**src/rtl/tmds_encoder_dvi.sv**
```systemverilog
// tmds_encoder_dvi: single-channel DVI TMDS encoder.
// Two pipeline stages: transition minimisation, then DC balancing
// against a running disparity (bias) register. Output feeds a 10:1
// serializer in the same pixel clock domain; bit 0 goes out first.
module tmds_encoder_dvi (
  input  logic       i_clk,
  input  logic       i_rst_n,
  input  logic [7:0] i_data,
  input  logic       i_c0,
  input  logic       i_c1,
  input  logic       i_de,
  output logic [9:0] o_tmds
);

  // Control-period symbols, indexed by {c1, c0}.
  localparam logic [9:0] CTRL_00 = 10'b1101010100;
  localparam logic [9:0] CTRL_01 = 10'b0010101011;
  localparam logic [9:0] CTRL_10 = 10'b0101010100;
  localparam logic [9:0] CTRL_11 = 10'b1010101011;

  // Stage-1 combinational signals.
  logic [3:0] w_n1;
  logic       w_use_xnor;
  logic [8:0] w_qm;
  logic [3:0] w_n1_qm;

  // Stage-1 registers.
  logic [8:0] r_qm;
  logic [3:0] r_n1q;
  logic       r_de;
  logic       r_c0;
  logic       r_c1;

  // Stage-2 combinational signals.
  logic signed [4:0] w_n1q_s;
  logic signed [4:0] w_n0q_s;
  logic signed [4:0] w_disp;
  logic signed [4:0] w_qm8_x2;
  logic signed [4:0] w_nqm8_x2;
  logic              w_case_a;
  logic              w_case_b;
  logic [9:0]        w_next_tmds;
  logic signed [4:0] w_next_bias;

  // Stage-2 registers.
  logic [9:0]        r_tmds;
  logic signed [4:0] r_bias;

  // Count the ones in the incoming pixel to choose the XOR or XNOR chain.
  always_comb begin
    w_n1 = 4'd0;
    for (int i = 0; i < 8; i++) begin
      w_n1 = w_n1 + {3'b000, i_data[i]};
    end
  end

  // Ties at four ones are broken on bit 0 so both paths stay reachable.
  assign w_use_xnor = (w_n1 > 4'd4) || ((w_n1 == 4'd4) && !i_data[0]);

  // Build the transition-minimised word; bit 8 flags which chain was used.
  always_comb begin
    w_qm    = '0;
    w_qm[0] = i_data[0];
    for (int i = 1; i < 8; i++) begin
      w_qm[i] = w_use_xnor ? ~(w_qm[i-1] ^ i_data[i]) : (w_qm[i-1] ^ i_data[i]);
    end
    w_qm[8] = ~w_use_xnor;
  end

  // Pre-count the ones of q_m[7:0] so stage 2 only has to compare and add.
  always_comb begin
    w_n1_qm = 4'd0;
    for (int i = 0; i < 8; i++) begin
      w_n1_qm = w_n1_qm + {3'b000, w_qm[i]};
    end
  end

  // Stage-1 pipeline registers; q_m is computed even during control periods.
  always_ff @(posedge i_clk or negedge i_rst_n) begin
    if (!i_rst_n) begin
      r_qm  <= '0;
      r_n1q <= '0;
      r_de  <= 1'b0;
      r_c0  <= 1'b0;
      r_c1  <= 1'b0;
    end else begin
      r_qm  <= w_qm;
      r_n1q <= w_n1_qm;
      r_de  <= i_de;
      r_c0  <= i_c0;
      r_c1  <= i_c1;
    end
  end

  // Signed disparity of q_m[7:0]: ones minus zeros, range -8..+8.
  assign w_n1q_s   = signed'({1'b0, r_n1q});
  assign w_n0q_s   = 5'sd8 - w_n1q_s;
  assign w_disp    = w_n1q_s - w_n0q_s;
  assign w_qm8_x2  = r_qm[8] ? 5'sd2 : 5'sd0;
  assign w_nqm8_x2 = r_qm[8] ? 5'sd0 : 5'sd2;

  // Case A: no history to correct or a balanced word; case B: word would
  // push the bias further in the direction it already leans, so invert.
  assign w_case_a = (r_bias == 5'sd0) || (r_n1q == 4'd4);
  assign w_case_b = ((r_bias > 5'sd0) && (r_n1q > 4'd4)) ||
                    ((r_bias < 5'sd0) && (r_n1q < 4'd4));

  // Choose the output symbol and the next running disparity.
  always_comb begin
    w_next_tmds = CTRL_00;
    w_next_bias = 5'sd0;
    if (!r_de) begin
      case ({r_c1, r_c0})
        2'b00:   w_next_tmds = CTRL_00;
        2'b01:   w_next_tmds = CTRL_01;
        2'b10:   w_next_tmds = CTRL_10;
        default: w_next_tmds = CTRL_11;
      endcase
      w_next_bias = 5'sd0;
    end else if (w_case_a) begin
      w_next_tmds = {~r_qm[8], r_qm[8], (r_qm[8] ? r_qm[7:0] : ~r_qm[7:0])};
      w_next_bias = r_qm[8] ? (r_bias + w_disp) : (r_bias - w_disp);
    end else if (w_case_b) begin
      w_next_tmds = {1'b1, r_qm[8], ~r_qm[7:0]};
      w_next_bias = r_bias + w_qm8_x2 - w_disp;
    end else begin
      w_next_tmds = {1'b0, r_qm[8], r_qm[7:0]};
      w_next_bias = r_bias - w_nqm8_x2 + w_disp;
    end
  end

  // Stage-2 registers; reset parks the link on the c1c0=00 control symbol.
  always_ff @(posedge i_clk or negedge i_rst_n) begin
    if (!i_rst_n) begin
      r_tmds <= CTRL_00;
      r_bias <= 5'sd0;
    end else begin
      r_tmds <= w_next_tmds;
      r_bias <= w_next_bias;
    end
  end

  assign o_tmds = r_tmds;

endmodule

```
**config.mk**
```make
export PLATFORM = sky130hd
export DESIGN_NAME = tmds_encoder_dvi
export DESIGN_NICKNAME = d
export VERILOG_FILES = /design/src/rtl/tmds_encoder_dvi.sv
export SDC_FILE = /design/constraint.sdc
export NUM_CORES = 1
export LEC_CHECK = 0
export ABC_AREA = 1
export BUFFER_PORTS_ARGS = -buffer_cell sky130_fd_sc_hd__clkbuf_2
export CAP_MARGIN = 20
export CORE_MARGIN = 1.5
export CORE_UTILIZATION = 39
export DETAILED_ROUTE_END_ITERATION = 10
export PLACE_DENSITY = 0.67
export SLEW_MARGIN = 0
export SYNTH_ARGS = -nofsm -noshare
export SYNTH_HDL_FRONTEND = slang
export SYNTH_SLANG_ARGS = --single-unit
```
**constraint.sdc**
```tcl
create_clock -name i_clk -period 6.6 [get_ports i_clk]
set_input_delay 0.99 -clock i_clk [delete_from_list [all_inputs] [get_ports i_clk]]
set_output_delay 0.99 -clock i_clk [all_outputs]
set_load 0.02 [all_outputs]
```
==> metrics.txt, run 1 <==
status=complete, no violations; drt first pass iters=4; share of layout cells above drive strength 1=0.193; CTS Buf Count=5; Initial Util=0.409; Slew headroom=0.516; syn_nets=319; routed len/inst=10.7 um; Synth-to-Final Area Change=12.2%; Max Fclk=around 160 MHz; vias per cell=4.58; gr usage total=0.144; first-pass GRT wire length=approximately 7000 um; Worst setup SP type=input pin; Layout Nets=around 350; PortBufs=22; R2R depth=9; hold depth=3; setup tns final=0 ns; pre-CTS WS=0.226 ns; Final Cycle Share=0.919; Hold Vio Cnt, Final=0; crit path DAT=6.23 ns; min cycle time layout=roughly 6 ns; final WL=between 3000 and 4000 um; vias in the first global route=between 1.5k and 2k; clk root buf=clkbuf_8; CTS tree=done; synthesis-stage register bit count=30; initial antenna violation count=0; dpl hpwl=approximately 3200 um; r2r setup slk=between 4 and 5 ns; M2 GR Usage=0.235; HP Class=flop to flop; Synth Instances=268; CTS Hold Bufs=0; Setup Skew=0.00663 ns; final worst slack=0.534 ns; CTS sink cnt=30; part of the Yosys area used for sequential elements=0.332; GRT met1 Usage=0.195; RSZ-0062 raised after global routing=false; hold wc startpoint=r_qm[4]$_DFF_PN0_; reg2reg start=r_qm[8]$_DFF_PN0_; Final ANT Viol Nets=0; diodes inserted=0; commonest non-fill, non-tap cell in the layout=nand2_1; hold_ws=0.505 ns; Clock Path Buffers=2; largest net degree at the start of global routing=31; vias post-DR=between 1.5k and 2k; Initial DRC Count=98; Die X=79.4 um; Tightest Pin Transition=0.727 ns; count of cell types in the netlist=24; clock slew at reported path FFs=about 0.070 ns; kind of critical path=input pin to flop; crit path max fanout=5; Worst-Skew Late Latency=0.28 ns; CP Data Required Time=around 6.8 ns; row count=27; fin. max-slew vios=0; Ys Warns=0; commonest cells after routing, fill and taps aside=61 x nand2_1, 53 x inv_1, 25 x ha_1, 25 x dfrtp_1, 22 x clkbuf_2; Hold Path End=o_tmds[4]$_DFF_PN1_; GR Layer Usage met3=0.0206; core area=between 5000 and 6000 um^2; final setup fails=0; final core utilization=0.459; Syn Std Cell Area=between 2000 and 2500 um^2; reg2reg end=r_bias[3]$_DFF_PN0_; Avg Synthesized Cell Area=8.50 um^2; Post CTS Setup Buffer Count=0; critical path endpoint category=flop; grt peak-use layer=met2; Filler cells=547; grt total ovfl=0; Die H=a little under 80 um; DRC viols=0; DIE AREA=6310 um^2; H-tree depth=2; Placer Congestion=~0.80; CTS resizes=0; max cap viols=0; IO Pins=23
-- Yosys cell counts --
| master | number | share of area |
|---|---|---|
| inv_1 | 53 | 0.087 |
| o21ai_1 | 8 | 0.018 |
| nand3_1 | 18 | 0.040 |
| inv_4 | 1 | 0.0027 |
| xnor2_1 | 3 | 0.012 |
| nor2_1 | 10 | 0.016 |
| nand3b_1 | 1 | 0.0033 |
| xor2_1 | 5 | 0.019 |
| o21ai_4 | 2 | 0.014 |
| inv_2 | 4 | 0.0066 |
| dfstp_2 | 5 | 0.058 |
| buf_2 | 1 | 0.0022 |
| nand3_4 | 1 | 0.0077 |
| nand2_1 | 61 | 0.10 |
| a21oi_1 | 4 | 0.0088 |
| nand2_2 | 5 | 0.014 |
| o21ai_0 | 11 | 0.024 |
| xor2_2 | 1 | 0.0071 |
| nor2_2 | 8 | 0.022 |
| o211ai_1 | 2 | 0.0066 |
| fa_1 | 13 | 0.11 |
| ha_1 | 25 | 0.14 |
| dfrtp_1 | 25 | 0.27 |
| buf_6 | 1 | 0.0049 |
-- state kept, by name (all words and copies together) (netlist names) --
register  count
o_tmds       10
r_bias        4
r_c0          1
r_c1          1
r_de          1
r_n1q         4
r_qm          9
-- kinds of logic (layout without fill, tap and decap cells) --
family,Yosys count,after routing,synth area share
simple gates,104,104,0.203
buf+inv,60,88,0.104
fa+ha+maj,38,38,0.252
flops,30,30,0.332
compound gates,27,27,0.0714
xor+xnor,9,9,0.0379
-- cell type report --
class | instances | area, um^2 | area share
Multi-Input combinational cell | 178 | 1280 | 0.502
Timing Repair Buffer | 22 | 110 | 0.0431
Sequential cell | 30 | 757 | 0.296
Inverter | 58 | 220 | 0.0861
Clock inverter | 2 | 12.5 | 0.00489
Tap cell | 72 | 90.1 | 0.0352
Clock buffer | 6 | 82.6 | 0.0323
-- worst max path at each step --
stage               depth (start not counted)            endpoint      start  slack (ns)
global route                               22  r_n1q[2]$_DFF_PN0_  i_data[0]        0.21
floorplan                                  21  r_n1q[2]$_DFF_PN0_  i_data[0]        0.54
detailed placement                         22  r_n1q[2]$_DFF_PN0_  i_data[0]        0.23
finish                                     22  r_n1q[2]$_DFF_PN0_  i_data[0]        0.53
global placement                           22  r_n1q[2]$_DFF_PN0_  i_data[0]        0.30
CTS                                        22  r_n1q[2]$_DFF_PN0_  i_data[0]        0.52
-- through the flow --
stage	area (um^2)	std cells
after detailed placement	2460	360
final	2560	368
after floorplan	2280	268
after global routing	2560	368
after CTS	2560	368
after global placement	2460	360
-- worst max-delay path: stages --
cell      delay, ns
clkbuf_2       0.11
inv_1          0.09
fa_1           0.56
fa_1           0.43
fa_1           0.49
inv_1          0.04
ha_1           0.20
fa_1           0.48
nor2_1         0.04
nand2_1        0.05
nand2_1        0.05
nand2_1        0.19
xor2_1         0.20
inv_1          0.08
fa_1           0.48
fa_1           0.52
inv_1          0.05
fa_1           0.48
ha_1           0.16
inv_1          0.05
fa_1           0.37
xnor2_1        0.13
-- metal layers --
layer | routed length, um | share of wire | vias to the layer above
met5 | 0 | 0 | -
met2 | 1870 | 0.48 | 35
met1 | 1900 | 0.48 | 777
li1 | - | - | 871
met4 | 47 | 0.012 | 0
met3 | 112 | 0.029 | 4
Power of run 1 is left out: the tool's default activity adds up to more than one toggle a clock period on the data nets, which glitch-free logic cannot reach.
==> run 2, diff against run 1 <==
==> constraint.sdc (replaced) <==
create_clock -name i_clk -period 6.65 [get_ports i_clk]
set_input_delay 0.9975 -clock i_clk [delete_from_list [all_inputs] [get_ports i_clk]]
set_output_delay 0.9975 -clock i_clk [all_outputs]
set_load 0.02 [all_outputs]
==> metrics.txt, run 2 (synthesized netlist as in run 1, its figures left out) <==
Hold Path End=o_tmds[6]$_DFF_PN1_; max cap viols=0 (unchanged); core area=5570 um^2 (unchanged); Synth-to-Final Area Change=12.2% (unchanged); final setup fails=0 (unchanged); CP Data Required Time=6.82 ns (+0.06 ns); share of layout cells above drive strength 1=0.193 (unchanged); Initial Util=0.409 (unchanged); drt first pass iters=6 (+2); Max Fclk=164 MHz; Layout Nets=346 (unchanged); final WL=3980 um (+1.6%); initial antenna violation count=0 (unchanged); Setup Skew=0.00880 ns (+0.00217 ns); vias in the first global route=1569 (-2.1%); hold wc startpoint=r_qm[6]$_DFF_PN0_; clk root buf=clkbuf_8; HP Class=flop to flop; status=complete, no violations; Tightest Pin Transition=0.733 ns (+0.00670 ns); CTS Buf Count=5 (unchanged); setup tns final=0 ns (unchanged); Cells after DPL=360 (unchanged); PortBufs=22 (unchanged); CTS sink cnt=30 (unchanged); min cycle time layout=approximately 6.1 ns; kind of critical path=input pin to flop; hold depth=3 (unchanged); Post CTS Setup Buffer Count=0 (unchanged); Initial DRC Count=76 (-22%); Clock Path Buffers=2 (unchanged); Hold Vio Cnt, Final=0 (unchanged); RSZ-0062 raised after global routing=false; crit path max fanout=5 (unchanged); vias post-DR=1678 (-0.53%); CTS tree=done; fin. max-slew vios=0 (unchanged); CTS Hold Bufs=0 (unchanged); Final ANT Viol Nets=0 (unchanged); Final Cycle Share=0.916; Crit-path slowest cell=fa_1; first-pass GRT wire length=6980 um (-0.60%); Largest register FFs=10 (unchanged); vias per cell=4.56 (-0.53%); H-tree depth=2 (unchanged); DIE AREA=6310 um^2 (unchanged); largest net degree at the start of global routing=31 (unchanged); dpl hpwl=3240 um (+0.85%); commonest non-fill, non-tap cell in the layout=nand2_1; commonest cells after routing, fill and taps aside=61 x nand2_1, 53 x inv_1, 25 x ha_1, 25 x dfrtp_1, 22 x clkbuf_2; Worst setup SP type=input pin; critical path endpoint category=flop; row count=27 (unchanged); R2R depth=9 (unchanged); Slew headroom=0.511 (-0.00447); Die X=79.4 um (unchanged); gr usage total=0.142 (-0.00153); most used cell, CP=fa_1; r2r setup slk=4.23 ns (+0.04 ns); DRC viols=0 (unchanged); routed len/inst=10.8 um (+1.6%); reg2reg start=r_qm[8]$_DFF_PN0_; Cell Chain, Critical Path=clkbuf_2, inv_1, fa_1, fa_1, fa_1, inv_1, ha_1, fa_1, nor2_1, nand2_1, nand2_1, nand2_1, xor2_1, inv_1, fa_1, fa_1, inv_1, fa_1, ha_1, inv_1, fa_1, inv_1; Placer Congestion=0.799 (unchanged); final core utilization=0.459 (unchanged); CP Buf/Inv Count=7 (+1); Die H=79.4 um (unchanged); reg2reg end=r_bias[3]$_DFF_PN0_; grt total ovfl=0 (unchanged); clock slew at reported path FFs=0.07 ns (about the same); CP top delay family=adder cells; Worst-Skew Late Latency=0.28 ns (about the same); IO Pins=23 (unchanged); diodes inserted=0 (unchanged); crit path DAT=6.26 ns (+0.03 ns); max incr delay on CP=0.56 ns (about the same); post-route insts no fill=368 (unchanged); CTS resizes=0 (unchanged); hold_ws=0.502 ns (-0.00360 ns)
run 2: cell counts in the layout (fill, tap and decap cells not counted):
No cell type changed its count.
run 2: final cells by class:
cell class	instances	area (um^2)
Multi-Input combinational cell	178	1280
Clock inverter	2	12.5
Fill cell	525	3020
Tap cell	72	90.1
Sequential cell	30	757
Clock buffer	6	82.6
Inverter	58	220
Timing Repair Buffer	22	110
run 2: how the worst max path moves through the flow:
| stage | from | endpoint | slack (ns) | cells after the start |
|---|---|---|---|---|
| CTS | i_data[0] | r_n1q[1]$_DFF_PN0_ | 0.55 | 22 |
| finish | i_data[0] | r_n1q[1]$_DFF_PN0_ | 0.56 | 22 |
| floorplan | i_data[0] | r_n1q[2]$_DFF_PN0_ | 0.58 | 21 |
| global placement | i_data[0] | r_n1q[2]$_DFF_PN0_ | 0.35 | 22 |
| detailed placement | i_data[0] | r_n1q[1]$_DFF_PN0_ | 0.26 | 22 |
| global route | i_data[0] | r_n1q[2]$_DFF_PN0_ | 0.29 | 22 |
run 2: tightest hold or removal path, stage by stage (launching register included):
cell and delay, ns:
dfrtp_1 0.35, nand2_1 0.06, nand2_1 0.05, o21ai_1 0.05
run 2: metal layers:
layer  GRT usage  vias up  share of wire
li1            -      867              -
met4      0.0474        0         0.0093
met5           0        -              0
met3      0.0206        2          0.020
met1       0.190      781           0.48
met2       0.235       28           0.49
run 2: per-stage QoR:
step	setup WS, ns	instance area [um^2]
after floorplan	0.584	2280
final	0.558	2560
after global routing	0.292	2560
after global placement	0.347	2460
after CTS	0.555	2560
after detailed placement	0.264	2460
Power of run 2 is left out for the same reason.
==> run 3, diff against run 2 <==
--- a/config.mk
+++ b/config.mk
@@ -5,7 +5,6 @@
 export SDC_FILE = /design/constraint.sdc
 export NUM_CORES = 1
 export LEC_CHECK = 0
-export ABC_AREA = 1
 export BUFFER_PORTS_ARGS = -buffer_cell sky130_fd_sc_hd__clkbuf_2
 export CAP_MARGIN = 20
 export CORE_MARGIN = 1.5
==> metrics.txt, run 3 <==
Syn Std Cell Area=2180 um^2 (-4.5%); met2 WL post-DR=1690 um (-14%); Worst-Skew Late Latency=0.27 ns (about the same); Metal-1 WL=1700 um (-10%); first-pass GRT wire length=5900 um (-15%); Levels on crit path=21 (-4.5%); hold depth=2 (-1); DRC viols=0 (unchanged); area fraction of the dominant cell type after synthesis=0.288 (+0.0129); top-count cell post-synth=inv_1; commonest non-fill, non-tap cell in the layout=inv_1; Layout Nets=282 (-18%); CTS sink cnt=30 (unchanged); CP top delay family=adder cells; Final Cell Area=2510 um^2 (-1.7%); Clock Path Buffers=2 (unchanged); IO Pins=23 (unchanged); CTS Buf Count=5 (unchanged); Placer Congestion=0.838 (+4.9%); highest metal used=met3; Slew headroom=0.529 (+0.0181); Die H=77.7 um (-2.2%); max incr delay on CP=0.57 ns (about the same); Initial Util=0.400 (-0.00871); diodes inserted=0 (unchanged); Largest register FFs=10 (unchanged); core area=5440 um^2 (-2.4%); critical path endpoint category=flop; Die X=77.7 um (-2.2%); Post-DP Area=2370 um^2 (-3.9%); share of layout cells above drive strength 1=0.185 (-0.00722); Worst setup SP type=input pin; status=complete, no violations; Final ANT Viol Nets=0 (unchanged); syn_nets=256 (-20%); post-route insts no fill=304 (-17%); area of the multi-input gates=1250 um^2 (-2.5%); crit path max fanout=4 (-1); RSZ-0062 raised after global routing=false; pre-CTS WS=-0.104 ns (-0.368 ns); Register Area=757 um^2 (unchanged); final WL=3450 um (-13%); drt first pass iters=4 (-2); post-synth top area cell=dfrtp_1; largest net degree at the start of global routing=31 (unchanged); clk root buf=clkbuf_8; Initial DRC Count=38 (-50%); Avg Synthesized Cell Area=10.6 um^2 (+25%); Hold Vio Cnt, Final=0 (unchanged); kind of critical path=input pin to flop; final core utilization=0.462 (+0.00335); H-tree depth=2 (unchanged); Filler cells=495 (-5.7%); most used cell, CP=fa_1; synthesis-stage register bit count=30 (unchanged); Synth Instances=205 (-24%); CTS Hold Bufs=0 (unchanged); min cycle time layout=6.41 ns (+0.322 ns); Crit-path slowest cell=fa_1; final setup fails=0 (unchanged); row count=27 (unchanged); vias post-DR=1380 (-18%); clock slew at reported path FFs=0.06 ns (about the same); max cap viols=0 (unchanged); Top FF cell, synth=dfrtp_1; PortBufs=22 (unchanged); CTS resizes=0 (unchanged); dpl hpwl=2830 um (-13%); routed len/inst=11.4 um (+4.9%); CTS tree=done; initial antenna violation count=0 (unchanged); Final Cycle Share=0.964 (+0.0485); Cells after DPL=296 (-18%); Post-synth top cells=41 x inv_1, 25 x dfrtp_1, 25 x ha_1, 14 x xnor2_1, 13 x fa_1; CP Buf/Inv Count=6 (-1); async set-or-reset flop fraction in the synthesized netlist=1.00 (unchanged); Ys Warns=0 (unchanged); count of cell types in the netlist=28 (+17%); part of the Yosys area used for sequential elements=0.348 (+0.0157); Tightest Pin Transition=0.706 ns (-0.0272 ns); grt total ovfl=0 (unchanged); crit path DAT=6.57 ns (+0.31 ns); final worst slack=0.236 ns (-0.322 ns); Cell Chain, Critical Path=clkbuf_2, inv_1, fa_1, fa_1, fa_1, inv_1, ha_1, fa_1, nor3b_1, o21ai_0, a21oi_2, xnor2_1, inv_1, fa_1, fa_1, inv_1, fa_1, ha_1, inv_1, fa_1, xnor2_1; EDFF count, synth=0 (unchanged); commonest cells after routing, fill and taps aside=41 x inv_1, 25 x ha_1, 25 x dfrtp_1, 22 x clkbuf_2, 14 x xnor2_1; HP Class=flop to flop; Setup Skew=0.00517 ns (-0.00363 ns); Max Fclk=156 MHz (-5.0%); gr usage total=0.121 (-0.0213); vias in the first global route=1378 (-12%); Met3 Routed Length=60 um (-26%); Synth area leaders=dfrtp_1 29%, ha_1 14%, fa_1 12%, inv_1 7.1%, dfstp_2 6.0%; Post CTS Setup Buffer Count=0 (unchanged); R2R depth=9 (unchanged); CP Data Required Time=6.80 ns (-0.02 ns); DIE AREA=6040 um^2 (-4.3%); Synth-to-Final Area Change=15.5%; fin. max-slew vios=0 (unchanged); vias per cell=4.54 (-0.45%)
==> run 3: kinds of logic (layout without fill, tap and decap cells) <==
logic type / Yosys count / count (layout) / synth area share
fa+ha+maj: 38 / 38 / 0.263
mux: 4 / 4 / 0.0196
xor+xnor: 30 / 30 / 0.139
compound gates: 31 / 31 / 0.0880
buf+inv: 45 / 72 / 0.0782
simple gates: 27 / 27 / 0.0644
flops: 30 / 30 / 0.348
==> run 3: area by class of cell <==
cell class,instances,area share
multi-input combinational,130,0.498
sequential,30,0.301
inverter,41,0.0612
timing repair buffer,23,0.0468
tap,72,0.0358
clock buffer,6,0.0329
clock inverter,2,0.0239
==> run 3: worst paths after layout <==
kind	from	end	slack, ns
min in group asynchronous	i_rst_n	o_tmds[0]$_DFF_PN0_	0.77
setup / recovery	i_data[0]	r_n1q[2]$_DFF_PN0_	0.24
hold reg to reg	r_qm[4]$_DFF_PN0_	o_tmds[4]$_DFF_PN1_	0.57
setup reg to reg	r_qm[8]$_DFF_PN0_	r_bias[4]$_DFF_PN0_	4.26
hold / removal	r_qm[4]$_DFF_PN0_	o_tmds[4]$_DFF_PN1_	0.57
max in group asynchronous	i_rst_n	r_qm[2]$_DFF_PN0_	5.43
==> run 3: routing by layer <==
layer  vias up  track usage
met2        17        0.210
met5         -            0
li1        701            -
met3         0       0.0176
met1       662        0.159
met4         0       0.0273
==> run 3: stage by stage <==
stage,hold slack (ns),setup TNS (ns)
final,0.573,0
after global routing,0.597,0
after CTS,0.574,0
after detailed placement,0.564,-0.199
after global placement,0.558,0
after floorplan,0.525,0
==> run 3: worst min-delay path: stages (launching register included) <==
cell and delay [ns]:
dfrtp_1 0.33, xor2_1 0.06, a21o_1 0.18
Power of run 3 is left out for the same reason.
